===== config.mk =====
export PLATFORM = sky130hd
export DESIGN_NAME = sd_cmd_seq
export DESIGN_NICKNAME = d
export VERILOG_FILES = /design/src/rtl/sd_cmd_seq.sv
export SDC_FILE = /design/constraint.sdc
export NUM_CORES = 1
export LEC_CHECK = 0
export BUFFER_PORTS_ARGS = -buffer_cell sky130_fd_sc_hd__buf_2
export CORE_MARGIN = 1.5
export CORE_UTILIZATION = 50
export CTS_BUF_LIST = sky130_fd_sc_hd__clkbuf_8 sky130_fd_sc_hd__clkbuf_16
export DETAILED_ROUTE_END_ITERATION = 10
export PLACE_DENSITY = 0.77
export SLEW_MARGIN = 20
export SYNTH_ARGS = -nofsm -noshare
export SYNTH_HDL_FRONTEND = slang
export SYNTH_SLANG_ARGS = --single-unit

===== constraint.sdc =====
create_clock -name clk -period 2.23 [get_ports clk]
set_input_delay 0.1115 -clock clk [delete_from_list [all_inputs] [get_ports clk]]
set_output_delay 0.1115 -clock clk [all_outputs]
set_load 0.005 [all_outputs]

===== src/rtl/sd_cmd_seq.sv =====
// sd_cmd_seq: SD-mode card bring-up and CMD17 issue sequencer.
// Drives sdcmd_ctrl; owns clkdiv, RCA and card-type state.
module sd_cmd_seq #(
  parameter logic [15:0] CLKDIV_SLOW  = 16'd60,
  parameter logic [15:0] CLKDIV_FAST  = 16'd0,
  parameter logic [15:0] ACMD41_RETRY = 16'd1000,
  parameter logic [15:0] PRE_INIT     = 16'd100,
  parameter logic [15:0] PRE_CMD      = 16'd8
) (
  input  logic        rstn,
  input  logic        clk,
  output logic [15:0] clkdiv,
  output logic        start,
  output logic [15:0] precnt,
  output logic [5:0]  cmd,
  output logic [31:0] arg,
  input  logic        busy,
  input  logic        done,
  input  logic        timeout,
  input  logic        syntaxe,
  input  logic [31:0] resparg,
  input  logic        rd_req,
  input  logic [31:0] rd_sector,
  output logic        rd_busy,
  output logic        rd_cmd_ok,
  output logic        rd_cmd_err,
  output logic        init_done,
  output logic        init_err,
  output logic        card_v2,
  output logic        sdhc,
  output logic [15:0] rca,
  output logic [3:0]  dbg_state
);

  typedef enum logic [3:0] {
    S_CMD0   = 4'd0,
    S_CMD8   = 4'd1,
    S_CMD55  = 4'd2,
    S_ACMD41 = 4'd3,
    S_CMD2   = 4'd4,
    S_CMD3   = 4'd5,
    S_CMD7   = 4'd6,
    S_CMD16  = 4'd7,
    S_READY  = 4'd8,
    S_CMD17  = 4'd9,
    S_ERROR  = 4'd15
  } state_t;

  state_t      state;
  logic        waiting;
  logic [15:0] retry;
  logic [31:0] sector;
  logic [5:0]  nxt_cmd;
  logic [31:0] nxt_arg;
  logic [15:0] nxt_pre;
  logic        resp_ok;
  logic        unused_bits;

  // Standard-capacity cards take a byte address.
  function automatic logic [31:0] blk_addr(
    input logic        hc,
    input logic [31:0] s
  );
    return hc ? s : {s[22:0], 9'd0};
  endfunction

  assign resp_ok     = !timeout && !syntaxe;
  assign dbg_state   = state;
  assign unused_bits = ^resparg[15:12];

  always_comb begin
    nxt_cmd = 6'd0;
    nxt_arg = 32'd0;
    nxt_pre = PRE_CMD;
    unique case (state)
      S_CMD0:   nxt_pre = PRE_INIT;
      S_CMD8: begin
        nxt_cmd = 6'd8;
        nxt_arg = 32'h0000_01AA;
      end
      S_CMD55:  nxt_cmd = 6'd55;
      S_ACMD41: begin
        nxt_cmd = 6'd41;
        nxt_arg = card_v2 ? 32'h4010_0000
                          : 32'h0010_0000;
      end
      S_CMD2:   nxt_cmd = 6'd2;
      S_CMD3:   nxt_cmd = 6'd3;
      S_CMD7: begin
        nxt_cmd = 6'd7;
        nxt_arg = {rca, 16'h0000};
      end
      S_CMD16: begin
        nxt_cmd = 6'd16;
        nxt_arg = 32'd512;
      end
      S_CMD17: begin
        nxt_cmd = 6'd17;
        nxt_arg = blk_addr(sdhc, sector);
      end
      default: ;
    endcase
  end

  always_ff @(posedge clk or negedge rstn) begin
    if (!rstn) begin
      state      <= S_CMD0;
      waiting    <= 1'b0;
      retry      <= 16'd0;
      sector     <= 32'd0;
      start      <= 1'b0;
      cmd        <= 6'd0;
      arg        <= 32'd0;
      precnt     <= PRE_INIT;
      clkdiv     <= CLKDIV_SLOW;
      rca        <= 16'd0;
      sdhc       <= 1'b0;
      card_v2    <= 1'b0;
      init_done  <= 1'b0;
      init_err   <= 1'b0;
      rd_busy    <= 1'b0;
      rd_cmd_ok  <= 1'b0;
      rd_cmd_err <= 1'b0;
    end else begin
      start      <= 1'b0;
      rd_cmd_ok  <= 1'b0;
      rd_cmd_err <= 1'b0;
      unique case (state)
        S_ERROR: ;
        S_READY: begin
          if (rd_req) begin
            sector  <= rd_sector;
            rd_busy <= 1'b1;
            state   <= S_CMD17;
            waiting <= 1'b0;
            // Skip the issue phase so start follows rd_req directly.
            if (!busy && !done) begin
              start   <= 1'b1;
              cmd     <= 6'd17;
              arg     <= blk_addr(sdhc, rd_sector);
              precnt  <= PRE_CMD;
              waiting <= 1'b1;
            end
          end
        end
        default: begin
          if (!waiting) begin
            if (!busy && !done) begin
              start   <= 1'b1;
              cmd     <= nxt_cmd;
              arg     <= nxt_arg;
              precnt  <= nxt_pre;
              waiting <= 1'b1;
            end
          end else if (done) begin
            waiting <= 1'b0;
            unique case (state)
              S_CMD0: state <= S_CMD8;
              S_CMD8: begin
                if (timeout) begin
                  card_v2 <= 1'b0;
                  state   <= S_CMD55;
                end else if (!syntaxe &&
                    resparg[11:0] == 12'h1AA) begin
                  card_v2 <= 1'b1;
                  state   <= S_CMD55;
                end else begin
                  state    <= S_ERROR;
                  init_err <= 1'b1;
                end
              end
              S_CMD55: begin
                if (resp_ok) begin
                  state <= S_ACMD41;
                end else begin
                  state    <= S_ERROR;
                  init_err <= 1'b1;
                end
              end
              S_ACMD41: begin
                if (timeout) begin
                  state    <= S_ERROR;
                  init_err <= 1'b1;
                end else if (resparg[31]) begin
                  sdhc  <= resparg[30];
                  state <= S_CMD2;
                end else begin
                  retry <= retry + 16'd1;
                  if (retry + 16'd1 >= ACMD41_RETRY) begin
                    state    <= S_ERROR;
                    init_err <= 1'b1;
                  end else begin
                    state <= S_CMD55;
                  end
                end
              end
              S_CMD2: begin
                if (!timeout) begin
                  state <= S_CMD3;
                end else begin
                  state    <= S_ERROR;
                  init_err <= 1'b1;
                end
              end
              S_CMD3: begin
                if (resp_ok) begin
                  rca    <= resparg[31:16];
                  clkdiv <= CLKDIV_FAST;
                  state  <= S_CMD7;
                end else begin
                  state    <= S_ERROR;
                  init_err <= 1'b1;
                end
              end
              S_CMD7: begin
                if (resp_ok) begin
                  state <= S_CMD16;
                end else begin
                  state    <= S_ERROR;
                  init_err <= 1'b1;
                end
              end
              S_CMD16: begin
                if (resp_ok) begin
                  state     <= S_READY;
                  init_done <= 1'b1;
                end else begin
                  state    <= S_ERROR;
                  init_err <= 1'b1;
                end
              end
              S_CMD17: begin
                rd_busy    <= 1'b0;
                rd_cmd_ok  <= resp_ok;
                rd_cmd_err <= !resp_ok;
                state      <= S_READY;
              end
              default: ;
            endcase
          end
        end
      endcase
    end
  end

endmodule


==> flow_summary.toml <==
[timing]
setup_viol = 0
post-route-period-util_pct = 96.4
hold_viol = 0
slew_headroom_pct = 46.4
post-route-min-period_ps = 2150
finClkSkew_ps = 16.6
drv_slew = 0
worstMarginPinSlew_ps = 803
fmax_mhz = 465

[clock_tree]
numCtsBuffers = 17
cts_root_buf = "clkbuf_16"
cts_tree = "done"
clockBufferDepth = 2
insertion_delay_ps = 420
htreeDepth = 4
clk_pin_slew_ps = 60
clock_sinks = 118

[synth]
synth_commonest_cells = "dfrtp_1, nor2_1, nand2_1"
synthFlopType = "dfrtp_1"
ys_seq_elements = 118
seq_area_frac_synth_pct = 48.0
synth_top_area_cell = "dfrtp_1"
ys_async_sr_fraction_pct = 100
yosysWarningCount = 0
synthCells = 567
yosysTopAreaCellShare_pct = 47.2
synth_area_leaders = "dfrtp_1, mux2_2, mux4_2"
ys_types = 60
avgSynthCellArea_um2 = 10.9
netlist_area_um2 = 6150
synth_edf_count = 0
synth.most_common_cell = "dfrtp_1"

[route]
ant_nets = 0
routed_wl_mm = 17.9
firstDrtPassIters = 7
drt_iter0_drc = 506
drcViolationCount = 0
wire_per_inst_um = 19.3
vias = 5403
viasPerCell = 5.81

[die]
core_area_um2 = 12000
chipHeight_um = 114
io_pins = 169
placementRows = 40
die_w_um = 114
start_util_pct = 51.2
die-area_um2 = 13000

[outcome]
outcome = "complete, no violations"

[worst_setup_path]
critPathArrivalTime_ps = 2430
crit_start = "retry[14]"
timing.rr.start = "retry[14]"
critPathLaunchType = "flop"
critical_path_required_ps = 2510
slowest_delay_ps = 530
path_cells = "xor2_1 > or4b_1 > o31ai_1 > a31oi_1 > buf_4 > nor4_1 > o21ai_0"
path_buf_inv = 1
cpMaxStageDelayCell = "or4b_1"
path_class = "reg -> reg"
crit_fanout = 5
crit_family = "simple AND/OR/NAND/NOR gates"
endpoint_kind = "flop"

[job]
drv_cap = 0

[pwr]
vdd_drop_max_uv = 488
finalPower_uw = 9030
leakage_uw = 0.00406
power_density_nw_per_um2 = 1100

[global_route]
grt_pass1_vias = 5333
antenna_found_initial = 0
grt_pass1_wl_mm = 28.4
grt_util_all_layers_pct = 28.7
grt_max_degree = 59
grt_overflow = 0

[min_path]
min_from = "rd_sector[20]"
min_path_type = "in -> reg"

[final_layout]
antenna_cells_inserted = 0
multiInputGateArea_um2 = 2940
seqCellArea_um2 = 2960
final_cell_area_um2 = 8240
layout-drive-gt1-share_pct = 38.3
fillers = 890
area_delta_synth_final_pct = 33.8
finish.net_count = 842

[placement]
port_buffers = 140
dpl_cell_area_um2 = 7040
place.gp.congestion = 0.868
place_hpwl_mm = 11.4
## registers in the layout, indices dropped and copies added (netlist names), 2 cells and up
name,count
rca,16
sector,32
cmd,6
arg,32
retry,16
precnt,2
dbg_state,4
## per-layer routing
metal | vias up | GRT usage, % | share of wire, %
li1 | 2402 | - | -
met1 | 2685 | 37.3 | 40
met2 | 273 | 47.0 | 49
met3 | 43 | 6.06 | 7.4
met4 | 0 | 12.0 | 2.7
met5 | - | 0 | 0
## cell type report
| cell class | instances | area share (%) |
|---|---|---|
| Clock buffer | 19 | 5.50 |
| Clock inverter | 13 | 2.17 |
| Inverter | 4 | 0.228 |
| Multi-Input combinational cell | 403 | 35.7 |
| Sequential cell | 118 | 35.9 |
| Tap cell | 147 | 2.23 |
| Timing Repair Buffer | 226 | 18.3 |
## final timing paths
path / to / slack (ps) / cells after the start
worst max-delay path: init_err / 80 / 7
worst min-delay path: sector[20] / 40 / 2
worst max register to register: init_err / 80 / 7
worst min register to register: cmd[5] / 470 / 2
max in group asynchronous: sector[17] / 1300 / 3
min in group asynchronous: arg[8] / 130 / 2
## timing repair
item / CTS / global route
hold endpoints to repair: 106 / 0
hold buffers: 51 / 0
setup buffers: 0 / 3
pin swaps: 0 / 1
setup endpoints to repair: 1 / 11
gates resized for setup: 1 / 10
## metrics by stage
stage / std cells / setup TNS [ps] / util (%) / hold WS [ps] / setup WS, ps
CTS: 927 / 0 / 68.2 / 12.3 / 58.2
finish: 930 / 0 / 68.6 / 36.9 / 80.7
floorplan: 590 / 0 / - / -184 / 288
global route: 930 / -55.2 / 68.6 / 18.0 / -33.5
detailed placement: 844 / -50.2 / 58.6 / 41.9 / -50.2
global placement: 844 / 0 / 58.6 / 35.5 / 49.2
## report_power, final
group	switching (uW)	internal, uW
Clock	1010	1920
Sequential	537	2740
Combinational	1390	1420
Total	2950	6080
## cells in the final DEF (no fill, tap or decap), types with 17 or more instances in the layout
cell / n
buf_4: 33
dlygate4sd3_1: 51
mux2_2: 49
buf_2: 139
nand3_1: 18
nand2_1: 61
clkbuf_16: 17
nor2_1: 62
mux4_2: 21
dfrtp_1: 112
conb_1: 24
## cell families (layout without fill, tap and decap cells)
logic type,after synthesis,count (layout),share of synthesized area (%)
and+or+nand+nor,197,197,15.0
adders and majority gates,2,2,0.366
AOI/OAI and AO/OA,86,86,10.0
DFF,118,118,48.0
buffers and inverters,69,262,6.22
muxes,77,77,17.9
xor gates and xnor gates,17,17,2.42
other,1,24,0.0609
(Power assumes the default switching activity.)
